$ cat config.mk
export PLATFORM = sky130hd
export DESIGN_NAME = fifo_wr_arbiter
export DESIGN_NICKNAME = d
export VERILOG_FILES = /design/src/rtl/fifo_arb_pkg.sv /design/src/rtl/fifo_wr_arbiter_rr_pick.sv /design/src/rtl/fifo_wr_arbiter.sv
export SDC_FILE = /design/constraint.sdc
export NUM_CORES = 1
export LEC_CHECK = 0
export ABC_AREA = 1
export CAP_MARGIN = 40
export CORE_MARGIN = 2
export CORE_UTILIZATION = 46
export DETAILED_ROUTE_END_ITERATION = 7
export PLACE_DENSITY = 0.86
export SYNTH_ARGS = -nofsm -noshare
export SYNTH_HDL_FRONTEND = slang
export SYNTH_SLANG_ARGS = --single-unit
$ cat constraint.sdc
create_clock -name CLK -period 4.5 [get_ports CLK]
set_clock_uncertainty 0.1 [all_clocks]
set_input_delay 0.45 -clock CLK [delete_from_list [all_inputs] [get_ports CLK]]
set_output_delay 0.45 -clock CLK [all_outputs]
set_load 0.1 [all_outputs]
$ cat src/rtl/fifo_arb_pkg.sv
// Shared types and width helpers for the FIFO write-side arbiter.
package fifo_arb_pkg;

   typedef enum logic {
      IDLE = 1'b0,
      LOCK = 1'b1
   } arb_state_e;

   function automatic int idx_w(input int n);
      return (n > 1) ? $clog2(n) : 1;
   endfunction

   function automatic int cnt_w(input int max_burst);
      return $clog2(max_burst + 1);
   endfunction

endpackage

$ cat src/rtl/fifo_wr_arbiter_rr_pick.sv
// Combinational round-robin priority encoder: first active request at or after ptr.
module rr_pick
   import fifo_arb_pkg::*;
#(
   parameter int N_REQ = 4,
   parameter int IW    = idx_w(N_REQ)
) (
   input  logic [N_REQ-1:0] req,
   input  logic [IW-1:0]    ptr,
   output logic [IW-1:0]    idx,
   output logic             found
);

   logic [IW-1:0] cand;

   always_comb begin
      idx   = ptr;
      found = 1'b0;
      cand  = '0;
      // Scan from the farthest candidate back to ptr so the nearest request is written last and wins.
      for (int k = N_REQ - 1; k >= 0; k--) begin
         cand = IW'((int'(ptr) + k) % N_REQ);
         if (req[cand]) begin
            idx   = cand;
            found = 1'b1;
         end
      end
   end

endmodule

$ cat src/rtl/fifo_wr_arbiter.sv
// Round-robin arbiter sharing the FIFO write port among N_REQ producers, locking per burst
// with a MAX_BURST cap that forces a hand-off.
module fifo_wr_arbiter
   import fifo_arb_pkg::*;
#(
   parameter int  N_REQ      = 4,
   parameter int  DATA_WIDTH = 8,
   parameter int  MAX_BURST  = 16,
   localparam int IW         = idx_w(N_REQ),
   localparam int CW         = cnt_w(MAX_BURST)
) (
   input  logic                        CLK,
   input  logic                        RST,
   input  logic [N_REQ-1:0]            REQ,
   input  logic [N_REQ*DATA_WIDTH-1:0] REQ_DATA,
   input  logic [N_REQ-1:0]            REQ_LAST,
   output logic [N_REQ-1:0]            ACK,
   input  logic                        FULL,
   output logic                        W_INC,
   output logic [DATA_WIDTH-1:0]       WR_DATA,
   output logic [IW-1:0]               GNT_ID,
   output logic                        BUSY,
   output logic                        BURST_CUT
);

   arb_state_e    state_q;
   logic [IW-1:0] gnt_q, rr_ptr_q, rr_ptr_d;
   logic [IW-1:0] win_idx, sel;
   logic [CW-1:0] burst_cnt_q, burst_cnt_d;
   logic          burst_cut_q;
   logic          win_found, accept, last;

   rr_pick #(.N_REQ(N_REQ), .IW(IW)) u_rr_pick (
      .req   (REQ),
      .ptr   (rr_ptr_q),
      .idx   (win_idx),
      .found (win_found)
   );

   always_comb begin
      if (state_q == LOCK)  sel = gnt_q;
      else if (win_found)   sel = win_idx;
      else                  sel = rr_ptr_q;
   end

   // RST gates acceptance so nothing is written or acknowledged while reset is held.
   assign accept      = RST & REQ[sel] & ~FULL;
   assign last        = REQ_LAST[sel];
   assign rr_ptr_d    = (sel == IW'(N_REQ - 1)) ? '0 : sel + IW'(1);
   assign burst_cnt_d = burst_cnt_q + CW'(1);

   assign W_INC     = accept;
   assign ACK       = accept ? (N_REQ'(1) << sel) : '0;
   assign GNT_ID    = sel;
   assign BUSY      = (state_q == LOCK);
   assign BURST_CUT = burst_cut_q;

   always_comb begin
      WR_DATA = REQ_DATA[DATA_WIDTH-1:0];
      for (int i = 1; i < N_REQ; i++) begin
         if (IW'(i) == sel) WR_DATA = REQ_DATA[i*DATA_WIDTH +: DATA_WIDTH];
      end
   end

   always_ff @(posedge CLK or negedge RST) begin
      if (!RST) begin
         state_q     <= IDLE;
         gnt_q       <= '0;
         rr_ptr_q    <= '0;
         burst_cnt_q <= '0;
         burst_cut_q <= 1'b0;
      end else begin
         burst_cut_q <= 1'b0;
         if (accept) begin
            if (state_q == IDLE) begin
               if (!last && MAX_BURST > 1) begin
                  state_q     <= LOCK;
                  gnt_q       <= sel;
                  burst_cnt_q <= CW'(1);
               end else begin
                  rr_ptr_q <= rr_ptr_d;
               end
            end else if (last || burst_cnt_d == CW'(MAX_BURST)) begin
               // Release; without a last marker this is a forced cut and the rest re-arbitrates.
               state_q     <= IDLE;
               rr_ptr_q    <= rr_ptr_d;
               burst_cnt_q <= '0;
               burst_cut_q <= ~last;
            end else begin
               burst_cnt_q <= burst_cnt_d;
            end
         end
      end
   end

endmodule

==> metrics.txt, run 1 <==
status finished, final reports clean; Detailed Place HPWL 3200 um; initial antenna violation count 0; Crit. End Element output port; Clock Latency Late Sink 280 ps; antenna-violating nets left 0; IO Port Bufs 59; Startpoint Class flip-flop; syn nets 264; largest net degree at the start of global routing 19; post-synthesis cell type count 31; setup_tns 0 ps; most frequent cells in the layout 72 x nand2_1, 44 x clkdlybuf4s50_1, 23 x nand3_1; crit path time final 3950 ps; critical-path maximum fanout 11; worst setup path class flip-flop to output port; WP data arrival 3400 ps; Slowest-stage cell, CP dfrtp_1; Nets 324; RSZ-0062 raised after global routing false; Post-Syn Area 1420 sq um; routed len/inst 12.8 um; CTS sink cnt 11; CTS resizes 0; CTS tree yes; die area 3550 sq um; Reg-to-Reg Start rr_ptr_q[0]; Cell Chain, Critical Path inv_2, nand2_1, nand2_2, nand2_2, nand2_1, a21oi_4, nand3_2, nand3_4, nand2_4, inv_1, ha_1, clkinv_1, nand2_1, nand3_1, o21ai_0, o21ai_1, buf_12; row count 20; number of buffers created by CTS 3; CP Data Required Time 3950 ps; delay-heaviest family, CP simple AND/OR/NAND/NOR gates; number of buffers added for setup after CTS 0; GRT overflow 0; Max Fclk 253 MHz; vias per cell 5.18; most common cell after layout, fill and taps aside nand2_1; Starting Density 0.473; routability cong. 0.911; flops & latches, synth 11; Chip Width 59.6 um; Critical Path Source rr_ptr_q[0]; synthesized instance count 216; Routed WL 3930 um; die height 59.6 um; DRC 0; FF/Latch Area 275 sq um; H-tree Lvls 1; share of cells above drive strength 1 0.269; Clk pin slew, worst setup/hold paths 70 ps; Most Frequent Cell on Critical Path nand2_1; num ports 60; worst hold path type flip-flop to flip-flop; CTS Hold Bufs 0; area occupied by multi-input gates 1060 sq um; Relative slew margins 0.517; final setup fails 0; Synth-to-Final Area Change 53.4%; vias in the first global route 1416; Max Slew Vio Count 0; CTS max path bufs 2; sequential share of the synthesized area 0.194; worst hold slack 393 ps; Root Driver clkbuf_4; slowest stage delay, CP 660 ps; Final Cycle Share 0.877; DRT Pass-1 Iters 5; fill count 229; max-cap violation count 0; n_diodes 0; final hold vios 0; CP bufs+invs 4; hold_sp gnt_q[1]; overall via count from detail_route 1594; Core ar. 3000 sq um; GRT Overall Usage 0.220; Synth Warn # 0; mean post-synth cell area 6.58 sq um; Detailed Route Iter0 Violations 155; first-pass GRT wire length 6040 um; worst-margin pin slew 725 ps
[state kept, by name, indices dropped and copies added, names as in the netlist]
signal	count
rr_ptr_q	2
BUSY	1
gnt_q	2
BURST_CUT	1
burst_cnt_q	5
[cells in the mapped netlist]
library cell	count	area (sq um)
a21o_1	1	7.51
a21oi_4	1	16.3
a31oi_1	1	6.26
buf_2	1	5.00
buf_6	1	11.3
clkbuf_1	4	15.0
clkinv_1	2	7.51
dfrtp_1	11	275
ha_1	5	62.6
inv_1	11	41.3
inv_2	4	15.0
inv_4	1	6.26
inv_8	1	11.3
nand2_1	72	270
nand2_2	13	81.3
nand2_4	8	90.1
nand2_8	1	20.0
nand3_1	23	115
nand3_2	10	100
nand3_4	1	17.5
nand3b_1	1	7.51
nand4_1	1	6.26
nor2_1	13	48.8
nor2_2	2	12.5
nor2_4	4	45.0
nor3_1	1	5.00
o21a_1	1	7.51
o21ai_0	18	90.1
or2_2	1	6.26
xnor2_1	1	8.76
xor2_1	1	8.76
[layer usage]
metal / part of all wire / GRT usage
met1: 0.43 / 0.280
met2: 0.51 / 0.374
met5: 0 / 0
met4: 0.0076 / 0.0794
met3: 0.052 / 0.0349
[metrics by stage]
stage / instances / worst slack [ps] / util / area, sq um
after CTS: 308 / 561 / 0.726 / 2180
after floorplan: 216 / -442 / - / 1450
after global placement: 302 / 753 / 0.707 / 2120
final: 308 / 553 / 0.726 / 2180
after global routing: 308 / 242 / 0.726 / 2180
after detailed placement: 304 / 628 / 0.717 / 2150
[logic make-up (layout without fill, tap and decap cells)]
logic type	Yosys count	after routing	share of synthesized area
AOI/OAI and AO/OA	22	22	0.0898
and+or+nand+nor	151	151	0.581
xor gates and xnor gates	2	2	0.0123
adders and majority gates	5	5	0.0440
DFF	11	11	0.194
buffers and inverters	25	84	0.0792
[worst paths after layout]
check | to | slack (ps) | cells past startpoint
worst min register to register | gnt_q[1] | 390 | 2
max in group asynchronous | gnt_q[1] | 3560 | 1
worst min-delay path | gnt_q[1] | 390 | 2
worst max-delay path | WR_DATA[6] | 550 | 17
worst max register to register | rr_ptr_q[0] | 1510 | 14
min in group asynchronous | burst_cnt_q[3] | 400 | 1
[layout make-up]
cell class / instances / area share
multi-input combinational: 180 / 0.486
timing repair buffer: 61 / 0.319
tap: 33 / 0.0189
inverter: 19 / 0.0373
sequential: 11 / 0.126
clock buffer: 3 / 0.0103
clock inverter: 1 / 0.00229
[worst min-delay path: cells and delay by family (launching register included)]
family / cells / cell delay [ps]
flops: 1 / 350
simple gates: 2 / 120
Power of run 1 is not shown: default switching activity piles up to over one toggle a cycle in this logic, so the estimate is an artifact.
==> inputs of run 2 (changes only) <==
--- a/config.mk
+++ b/config.mk
@@ -9,6 +9,7 @@
 export CAP_MARGIN = 40
 export CORE_MARGIN = 2
 export CORE_UTILIZATION = 46
+export CTS_CLUSTER_DIAMETER = 150
 export DETAILED_ROUTE_END_ITERATION = 7
 export PLACE_DENSITY = 0.86
 export SYNTH_ARGS = -nofsm -noshare
==> results of run 2 <==
No change in the layout: final DEF, timing and power equal those of run 1.
Power of run 2 is left out for the same reason.
